File: src/rtl/npc_select_control.sv
// npc_select_control: next-PC / next-nPC selection for a delayed-branch fetch unit.
// Chooses the values and load enables for the PC and nPC registers each cycle.
// A small state machine remembers whether the instruction now being fetched is
// a live delay slot, an annulled slot or the first trap-handler fetch.
//
// Ports
//   Clk          clock, all state on rising edge
//   Reset        synchronous active-low reset
//   PC, nPC      current PC / nPC register values
//   stall        hold request from the hazard unit
//   br_valid     control transfer resolved in ID this cycle
//   br_taken     resolved condition (taken)
//   br_uncond    branch-always / jump
//   annul        annul bit of the resolved instruction
//   br_target    resolved target address
//   trap_req     trap request, highest priority after reset
//   PC_DS        next value for PC          (combinational)
//   nPC_DS       next value for nPC         (combinational)
//   PC_LE        PC load enable             (combinational)
//   nPC_LE       nPC load enable            (combinational)
//   squash_IF    kill instruction entering IF/ID (combinational)
//   in_dslot     fetch is a live delay slot (decoded from state register)
//   dcti_err     sticky: transfer resolved inside a delay slot (registered)
module npc_select_control #(
  parameter logic [31:0] RESET_PC    = 32'd0,
  parameter logic [31:0] RESET_NPC   = 32'd4,
  parameter logic [31:0] TRAP_VECTOR = 32'h0000_0080
) (
  input  logic        Clk,
  input  logic        Reset,
  input  logic [31:0] PC,
  input  logic [31:0] nPC,
  input  logic        stall,
  input  logic        br_valid,
  input  logic        br_taken,
  input  logic        br_uncond,
  input  logic        annul,
  input  logic [31:0] br_target,
  input  logic        trap_req,
  output logic [31:0] PC_DS,
  output logic [31:0] nPC_DS,
  output logic        PC_LE,
  output logic        nPC_LE,
  output logic        squash_IF,
  output logic        in_dslot,
  output logic        dcti_err
);

  localparam int unsigned ADDR_W   = 32;
  localparam int unsigned INSN_SZ  = 4;

  typedef enum logic [1:0] {
    SEQ   = 2'd0,
    DSLOT = 2'd1,
    ANNUL = 2'd2,
    TRAP  = 2'd3
  } state_t;

  state_t state;
  state_t state_nxt;
  logic   dcti_err_nxt;

  // Sequential successor addresses; nPC+4 wraps modulo 2^32.
  logic [ADDR_W-1:0] seq_npc;
  logic [ADDR_W-1:0] tgt_npc;
  logic [ADDR_W-1:0] trap_npc;

  assign seq_npc  = ADDR_W'(nPC + ADDR_W'(INSN_SZ));
  assign tgt_npc  = ADDR_W'(br_target + ADDR_W'(INSN_SZ));
  assign trap_npc = ADDR_W'(TRAP_VECTOR + ADDR_W'(INSN_SZ));

  // PC is part of the register interface but the next-address choice only
  // depends on nPC in a delayed-branch machine.
  logic pc_unused;
  assign pc_unused = ^PC;

  // Branch classification: an unconditional transfer is always taken.
  logic br_is_taken;
  logic br_uncond_annul;
  assign br_is_taken     = br_taken | br_uncond;
  assign br_uncond_annul = br_uncond & annul;

  // State register and sticky error flag.
  always_ff @(posedge Clk) begin
    if (!Reset) begin
      state    <= SEQ;
      dcti_err <= 1'b0;
    end else begin
      state    <= state_nxt;
      dcti_err <= dcti_err_nxt | pc_unused & 1'b0;
    end
  end

  // Next-state and next-address selection: reset > trap > stall > branch > seq.
  always_comb begin
    PC_DS        = nPC;
    nPC_DS       = seq_npc;
    PC_LE        = 1'b1;
    nPC_LE       = 1'b1;
    squash_IF    = 1'b0;
    state_nxt    = SEQ;
    dcti_err_nxt = dcti_err;

    if (!Reset) begin
      PC_DS        = RESET_PC;
      nPC_DS       = RESET_NPC;
      squash_IF    = 1'b1;
      dcti_err_nxt = 1'b0;
    end else if (trap_req) begin
      PC_DS     = TRAP_VECTOR;
      nPC_DS    = trap_npc;
      squash_IF = 1'b1;
      state_nxt = TRAP;
    end else if (stall) begin
      // Hold everything; the hazard unit re-presents the branch later.
      PC_LE     = 1'b0;
      nPC_LE    = 1'b0;
      state_nxt = state;
    end else if (br_valid) begin
      unique case (state)
        SEQ: begin
          if (br_uncond_annul) begin
            // Annulled always-branch: skip the slot, fetch target directly.
            PC_DS     = br_target;
            nPC_DS    = tgt_npc;
            squash_IF = 1'b1;
            state_nxt = ANNUL;
          end else if (br_is_taken) begin
            // Slot at nPC executes, then the target.
            nPC_DS    = br_target;
            state_nxt = DSLOT;
          end else if (annul) begin
            // Untaken annulled branch kills its delay slot.
            squash_IF = 1'b1;
            state_nxt = ANNUL;
          end else begin
            state_nxt = SEQ;
          end
        end
        DSLOT: begin
          // Transfer inside a delay slot is unsupported: flag and ignore.
          dcti_err_nxt = 1'b1;
        end
        default: begin
          // Instruction is squashed; its transfer has no effect.
          state_nxt = SEQ;
        end
      endcase
    end
  end

  assign in_dslot = (state == DSLOT);

endmodule

File: config.mk
export PLATFORM = sky130hd
export DESIGN_NAME = npc_select_control
export DESIGN_NICKNAME = d
export VERILOG_FILES = /design/src/rtl/npc_select_control.sv
export SDC_FILE = /design/constraint.sdc
export NUM_CORES = 1
export LEC_CHECK = 0
export CELL_PAD_IN_SITES_DETAIL_PLACEMENT = 0
export CELL_PAD_IN_SITES_GLOBAL_PLACEMENT = 2
export CORE_MARGIN = 2
export CORE_UTILIZATION = 14
export DETAILED_ROUTE_END_ITERATION = 10
export GPL_ROUTABILITY_DRIVEN = 0
export PLACE_DENSITY = 0.84
export SLEW_MARGIN = 20
export SYNTH_ARGS = -nofsm -noshare
export SYNTH_HDL_FRONTEND = slang
export SYNTH_SLANG_ARGS = --single-unit
File: constraint.sdc
create_clock -name Clk -period 3.4 [get_ports Clk]
set_input_delay 1.02 -clock Clk [delete_from_list [all_inputs] [get_ports Clk]]
set_output_delay 1.02 -clock Clk [all_outputs]
set_load 0.02 [all_outputs]
# Word-level counts from Yosys, hierarchy flattened

Index checks and enable logic that the tools add are counted.

$add $sub $neg: 2
Equality and inequality tests: 2
Multiplexer cells: 31
Bitwise logic cells: 4
Reduce and logical (&&, ||, !) cells: 2

Operator list:

| operator                                              | count |
|---|---|
| two-way mux 32 bit                                    | 13 |
| adder 32 x 3 -> 32 bit, second input constant         | 2 |
| two-way mux 2 bit                                     | 7 |
| two-way mux 1 bit                                     | 11 |
| AND reduction 4 bit                                   | 1 |
| equality test 2 x 1 -> 1 bit, second input constant   | 1 |
| zero test 2 bit                                       | 1 |
| inequality test 2 x 1 -> 1 bit, second input constant | 1 |
| inverter 1 bit                                        | 2 |
| AND 1 bit                                             | 1 |
| OR 1 bit                                              | 1 |

Register bits: 3
Input port bits: 104
Output and inout bits: 69
Logic and storage cells: 43

# Logic depth before layout (Yosys ltp)

Gate-level depths: netlist of run 1.

Depth in word-level cells: 8
Mapped depth: 7

# Worst setup path after synthesis of run 1

No wires, ideal clock.

Path type: input -> output
From: input port stall
To: output port nPC_DS[10]
Arrival: 2.987 ns
Required time: 2.380 ns
Setup slack: -0.607 ns
Cell stages on the path: 4
Buffers on the path: 1
Path through: nor4b_2 o21ai_1 clkbuf_1 a2111oi_0

Longest elaborated chain between the ends: 3

Ends and longest elaborated chain:

| what               | line | source |
|---|---|---|
| from (decl)        | 33   | `input logic stall,` |
| two-way mux 32 bit | 114  | `end else if (stall) begin` |
| two-way mux 32 bit | 109  | `end else if (trap_req) begin` |
| two-way mux 32 bit | 104  | `if (!Reset) begin` |
| to (decl)          | 41   | `output logic [31:0] nPC_DS,` |

Every way passes these cells.

# Worst setup path in the final report of run 1

From: input port nPC[10]
To: output port nPC_DS[30]

Longest elaborated chain between the ends: 8

Ends and longest elaborated chain:

| what                       | line | source |
|---|---|---|
| from (decl)                | 32   | `input logic [31:0] nPC,` |
| adder 32 x 3 -> 32 bit (*) | 68   | `assign seq_npc = ADDR_W'(nPC + ADDR_W'(INSN_SZ));` |
| two-way mux 32 bit         | 128  | `end else if (br_is_taken) begin` |
| two-way mux 32 bit         | 122  | `if (br_uncond_annul) begin` |
| two-way mux 32 bit         | 120  | `unique case (state)` |
| two-way mux 32 bit         | 119  | `end else if (br_valid) begin` |
| two-way mux 32 bit (*)     | 114  |  |
| two-way mux 32 bit (*)     | 109  |  |
| two-way mux 32 bit (*)     | 104  |  |

Every way passes the cells marked *; elsewhere a longest branch is shown, timed or not.

==> qor.txt, run 1 <==
Power Density = 131 mW/mm^2
clock skew = 0.379 ps
CP required = 2380 ps
Max rail drop VDD = 0.000132 V
min Tclk post-route = 3770 ps
worst-case clock buffer depth = 2
Rel. slew slack = 76.2%
drt drc = 0
post-route ant nets = 0
#FFs+latches synth = 3
antenna violations before repair = 0
Hold Path Class = flop to flop
Hold-fix buffers, CTS = 0
most used cell, CP = buf_6
H-tree depth = 1
largest net degree at the start of global routing = 26
CP max stage delay = 310 ps
Max Fclk = 0.265 GHz
vias in the first global route = 4469
Pleak = 3.02 nW
first-pass GRT wire length = 23800 um
Final WS setup = -371 ps
placed cell areas = 0.00545 mm^2
Core Util, Final = 42.1%
ant diodes = 0
Worst Path Max Fanout = 6
measured slew at the worst slew-check pin = 356 ps
final setup vio count = 60
max_cap viols = 0
Core ar. = 0.0164 mm^2
post-detail-place hpwl = 11400 um
post-synth net total = 477
Final Cell Area = 0.00691 mm^2
synth unique cells = 51
DRT Pass-1 Iters = 4
fillers = 1601
Hold Vio Cnt, Final = 0
Crit. End Element = output pin
outcome = complete, but fails checks
Post-Syn Instances = 371
Mapped Avg Cell Area = 6.28 um^2
Clk pin slew, worst setup/hold paths = 30 ps
Post-Synthesis Cell Area = 0.00233 mm^2
CP Data Arrival Time = 2750 ps
final cycle utilization of the critical path = 111%
I/O pins = 173
CTS tree = done
Die Y = 133 um
vias per inst = 4.76
failing checks = negative setup slack
Worst Setup Start Kind = input port
final WL = 15800 um
Nets = 776
setup TNS = -8100 ps
worst-path cell chain = buf_6 > nand4_1 > buf_6 > buf_6 > nor4_4 > buf_12 > buf_4 > nand4_1 > xor2_1 > a221oi_4 > buf_6
TritonCTS Buffers = 3
top_reg_cell synth = dfxtp_1
root buffer cell = clkbuf_16
Worst Hold Slack = 464 ps
final max-slew violation count = 0
Clock Latency Late Sink = 220 ps
vias post-DR = 4234
port bufs = 140
CP Class = input port to output pin
DR WL/cell = 17.8 um
Pwr Total = 905 uW
die footprint = 0.0177 mm^2
ys async rst share = 0%
fraction of layout cells with a size suffix above 1 = 70.9%
TritonCTS Sinks = 3
critical path's slowest cell = nor4_4
FP Rows = 47
Starting Density = 14.2%
Yosys Warn Count = 0
post-synthesis sequential area ratio = 2.58%
Die X = 133 um
GRT overflow = 0
unrepaired setup endpoints after global routing = true
number of synthesized flops with an enable pin = 0
GRT Total Usage = 16.7%
DR iter-0 viols = 188
Area Overhead vs Synth = 196%
[registers in the layout, summed over array words and instances, names as in the netlist]
| name | cells |
|---|---|
| state | 2 |
| dcti_err | 1 |
[logic make-up after synthesis]
family / after synthesis / share of synthesized area, %
simple gates: 199 / 44.7
compound gates: 95 / 29.0
buf+inv: 30 / 5.48
xor+xnor: 27 / 10.2
mux: 15 / 7.04
flops: 3 / 2.58
fa+ha+maj: 2 / 1.07
[cell type report]
type	instances	area [um^2]	area share [%]
sequential	3	60.1	0.870
tap	220	275	3.99
multi-input combinational	339	3400	49.2
clock buffer	4	78.8	1.14
timing repair buffer	320	3080	44.7
inverter	3	11.3	0.163
[worst paths after layout]
path	startpoint	endpoint	slack [ps]	cells past startpoint
worst max register to register	state[0]	state[0]	1540	7
worst min register to register	dcti_err	dcti_err	460	1
worst max-delay path	nPC[10]	nPC_DS[30]	-370	11
worst min-delay path	dcti_err	dcti_err	460	1
[what timing repair did]
action,in CTS,in global routing
buffers inserted,36,14
hold endpoints to repair,0,0
resized for setup,696,111
cloned,6,1
endpoints found under the setup margin,67,65
pin swaps,102,94
[layout by cell type, fill, tap and decap left out, drive strengths merged, types with 3 or more instances in the layout]
master and n:
buf 277, nand2 87, a21oi 40, nor2 28, nand3 23, xor2 21, nand4 19, clkdlybuf4s50 18
dlygate4sd2 16, a221oi 14, a211oi 11, mux2 11, and3 11, clkbuf 11, nor3 9, o21ai 9
xnor2 6, nor4 6, mux2i 4, and4 4, a211o 3, dfxtp 3, a311oi 3, inv 3
nor2b 3
[worst max-delay path, delay by kind of cell]
kind                      cells  cell delay, ps
and+or+nand+nor               3             530
xor gates and xnor gates      1             190
buffers and inverters         6             760
AOI/OAI and AO/OA             1             240
[per-stage QoR]
stage          instances  worst slack [ps]
2_1_floorplan        371              -143
3_3_place_gp         837             -1300
3_5_place_dp         837             -1300
4_1_cts              881              -362
5_1_grt              889              -446
6_report             889              -371
[Yosys cell counts (3+ instances only)]
master | n | area share (%)
nand2_1 | 87 | 14
a211o_1 | 3 | 1.1
buf_2 | 6 | 1.3
a221oi_2 | 6 | 3.9
o21ai_0 | 7 | 1.5
inv_1 | 3 | 0.48
clkbuf_1 | 17 | 2.7
nand3_1 | 23 | 4.9
a211oi_1 | 11 | 3.5
nand4_1 | 16 | 4.3
and3_1 | 11 | 3.0
nor2b_1 | 3 | 0.81
nor3_1 | 8 | 1.7
a311oi_1 | 3 | 1.1
and4_1 | 4 | 1.5
a221oi_1 | 8 | 3.0
nor4_4 | 4 | 3.7
xor2_1 | 21 | 7.9
xnor2_1 | 6 | 2.3
a21oi_1 | 40 | 8.6
mux2_1 | 4 | 1.9
dfxtp_1 | 3 | 2.6
mux2i_1 | 4 | 1.7
mux2_2 | 7 | 3.4
nor2_1 | 26 | 4.2
[power by group]
part	internal (mW)	switching (mW)	leakage [nW]	total (mW)
clock network	0.155	0.0307	0.0382	0.185
logic	0.333	0.346	2.95	0.679
registers	0.0375	0.00292	0.0248	0.0404
[per-layer routing]
layer / track usage, % / share of wire [%] / vias up
met5: 0 / 0 / -
met4: 5.56 / 3.1 / 0
met3: 1.65 / 4.2 / 38
met2: 31.1 / 52 / 142
met1: 19.8 / 41 / 2075
li1: - / - / 1979
(Power assumes the default switching activity.)
==> inputs of run 2 (changes only) <==
--- a/config.mk
+++ b/config.mk
@@ -9,6 +9,7 @@
 export CELL_PAD_IN_SITES_GLOBAL_PLACEMENT = 2
 export CORE_MARGIN = 2
 export CORE_UTILIZATION = 14
+export CTS_CLUSTER_SIZE = 28
 export DETAILED_ROUTE_END_ITERATION = 10
 export GPL_ROUTABILITY_DRIVEN = 0
 export PLACE_DENSITY = 0.84
==> results of run 2 <==
No change in the layout: final DEF, timing and power equal those of run 1.
==> inputs of run 3 (changes only) <==
--- a/config.mk
+++ b/config.mk
@@ -11,7 +11,6 @@
 export CORE_UTILIZATION = 14
 export CTS_CLUSTER_SIZE = 28
 export DETAILED_ROUTE_END_ITERATION = 10
-export GPL_ROUTABILITY_DRIVEN = 0
 export PLACE_DENSITY = 0.84
 export SLEW_MARGIN = 20
 export SYNTH_ARGS = -nofsm -noshare
==> constraint.sdc (replaced) <==
create_clock -name Clk -period 3.4 [get_ports Clk]
set_input_delay 1.02 -clock Clk [delete_from_list [all_inputs] [get_ports Clk]]
set_output_delay 1.02 -clock Clk [all_outputs]
set_load 0.005 [all_outputs]
==> run 3 against run 2 <==
  * Clock-buffer cell count unchanged
  * Non-clock buffer count up 36
  * Total power shrank 6.6%
  * Cell area is 1.9% lower
  * Clock skew up 1.1 ps
  * Largest cell class unchanged
  * Worst hold slack worse by 6.4 ps
  * Cell count up 3.9%
  * First-iteration DRC count decreased by 28%
  * The flow still finishes with violations (negative setup slack)
==> qor.txt, run 3 (same netlist as run 1, synthesis figures left out) <==
GRT overflow = 0 (unchanged)
Worst setup startpoint = stall
Worst Path Max Fanout = 4 (-2)
worst-path cell chain = buf_6 > or4b_4 > buf_6 > buf_6 > or3_1 > mux2i_2 > a211oi_2 > buf_2
failing checks = negative setup slack
CP Data Arrival Time = 2680 ps (-70 ps)
drt drc = 0 (unchanged)
Max Fclk = 0.270 GHz (+1.8%)
largest net degree at the start of global routing = 23 (-12%)
Final Cell Area = 0.00678 mm^2 (-1.9%)
CP max stage delay = 530 ps (+220 ps)
port bufs = 140 (unchanged)
Worst Setup Start Kind = input port
outcome = complete, but fails checks
Area Overhead vs Synth = 191%
Nets = 811 (+4.5%)
Hold Path Class = flop to flop
DRT Pass-1 Iters = 4 (unchanged)
critical path's slowest cell = or4b_4
die footprint = 0.0177 mm^2 (unchanged)
vias post-DR = 4269 (+0.83%)
TritonCTS Buffers = 3 (unchanged)
post-detail-place hpwl = 11200 um (-1.2%)
min Tclk post-route = 3700 ps (-67.7 ps)
Max rail drop VDD = 0.000290 V (+120%)
register area = 60.1 um^2 (unchanged)
Rel. slew slack = 75.9% (-0.33 points)
Clk pin slew, worst setup/hold paths = 30 ps (about the same)
Hold Vio Cnt, Final = 0 (unchanged)
final max-slew violation count = 0 (unchanged)
first-pass GRT wire length = 25100 um (+5.4%)
Crit. End Element = output pin
DR iter-0 viols = 136 (-28%)
HP Start = dcti_err
pre-CTS setup slack = -1200 ps (+95.2 ps)
Starting Density = 14.2% (unchanged)
Die X = 133 um (unchanged)
Core ar. = 0.0164 mm^2 (unchanged)
worst-case clock buffer depth = 2 (unchanged)
CP required = 2380 ps (about the same)
multi-input logic area = 0.00318 mm^2 (-6.4%)
Die Y = 133 um (unchanged)
root buffer cell = clkbuf_16
antenna violations before repair = 0 (unchanged)
fraction of layout cells with a size suffix above 1 = 70.7% (-0.11 points)
FP Rows = 47 (unchanged)
most common cell after layout, fill and taps aside = buf_4
max_cap viols = 0 (unchanged)
Final WS setup = -303 ps (+67.7 ps)
CTS tree = done
DR WL/cell = 18.5 um (+3.7%)
Reg with most FFs = state
ant diodes = 0 (unchanged)
most used cell, CP = buf_6
max FFs per register = 2 (unchanged)
placed cell areas = 0.00507 mm^2 (-6.9%)
Clock Latency Late Sink = 220 ps (about the same)
CP Class = input port to output pin
final cycle utilization of the critical path = 109% (-2.0 points)
GRT Total Usage = 17.9% (+1.2 points)
I/O pins = 173 (unchanged)
Worst R2R Setup Slack = 1470 ps (-70 ps)
vias in the first global route = 4557 (+2.0%)
TritonCTS Sinks = 3 (unchanged)
GP Congestion = 0.809
final setup vio count = 61 (+1.7%)
vias per inst = 4.62 (-3.0%)
Pleak = 3.16 nW (+4.9%)
unrepaired setup endpoints after global routing = true
post-route ant nets = 0 (unchanged)
fillers = 1630 (+1.8%)
H-tree depth = 1 (unchanged)
most frequent cells in the layout = buf_4 (142), buf_2 (78), buf_6 (68)
measured slew at the worst slew-check pin = 361 ps (+4.89 ps)
final WL = 17100 um (+7.7%)
Power Density = 125 mW/mm^2 (-4.8%)
Hold-fix buffers, CTS = 0 (unchanged)
largest registers = state x2, dcti_err x1
clock skew = 1.48 ps (+1.10 ps)
r2r startpoint = state[0]
==> run 3: cell count changes in the layout (fill, tap and decap cells not counted), moves of 7 or more <==
| cell | before | now |
|---|---|---|
| a21oi_2 | 25 | 33 |
| a21oi_4 | 11 | 2 |
| buf_2 | 14 | 78 |
| buf_4 | 154 | 142 |
| buf_6 | 79 | 68 |
| xor2_1 | 13 | 21 |
| xor2_2 | 7 | 0 |
==> run 3: what timing repair did <==
item,in CTS,in global routing
setup endpoints to repair,67,64
gates resized for setup,663,110
cloned,7,2
pin swaps,96,76
buffers inserted,58,26
==> run 3: per-layer routing <==
| metal | up-vias | GRT usage [%] | part of all wire, % |
|---|---|---|---|
| met5 | - | 0 | 0 |
| met2 | 116 | 33.4 | 52 |
| met3 | 23 | 1.65 | 3.6 |
| li1 | 2053 | - | - |
| met1 | 2077 | 22.0 | 43 |
| met4 | 0 | 4.24 | 2.1 |
==> run 3: area by class of cell <==
cell class | instances | share of cell area [%]
well taps | 220 | 4.06
inverters | 3 | 0.166
repair buffers | 356 | 46.8
flip-flops and latches | 3 | 0.886
multi-input cells | 338 | 46.9
clock buffers | 4 | 1.16
==> run 3: power by group <==
part	internal (mW)	switching (mW)	leakage (nW)	total, mW
clock	0.155	0.0322	0.0382	0.187
sequential	0.0375	0.00124	0.0248	0.0387
combinational	0.323	0.297	3.10	0.619
==> run 3: worst paths after layout <==
| path | endpoint | depth (start not counted) |
|---|---|---|
| max reg2reg | state[0] | 9 |
| min reg2reg | dcti_err | 1 |
| max | nPC_DS[28] | 8 |
| min | dcti_err | 1 |
==> run 3: critical path: cells and delay by family <==
kind                   cells  cell delay, ps
and+or+nand+nor            2             890
buffers and inverters      4             510
muxes                      1             200
AOI/OAI and AO/OA          1              70
==> run 3: through the flow <==
step,utilization [%],power (mW),TNS (ps),std cells,hold slack (ps)
floorplan,-,0.186,-295,371,464
CTS,38.2,0.789,-9350,907,468
global route,41.3,0.889,-13900,924,489
detailed placement,30.9,0.525,-66560,842,464
global placement,30.9,0.521,-66900,842,445
finish,41.3,0.845,-10590,924,458
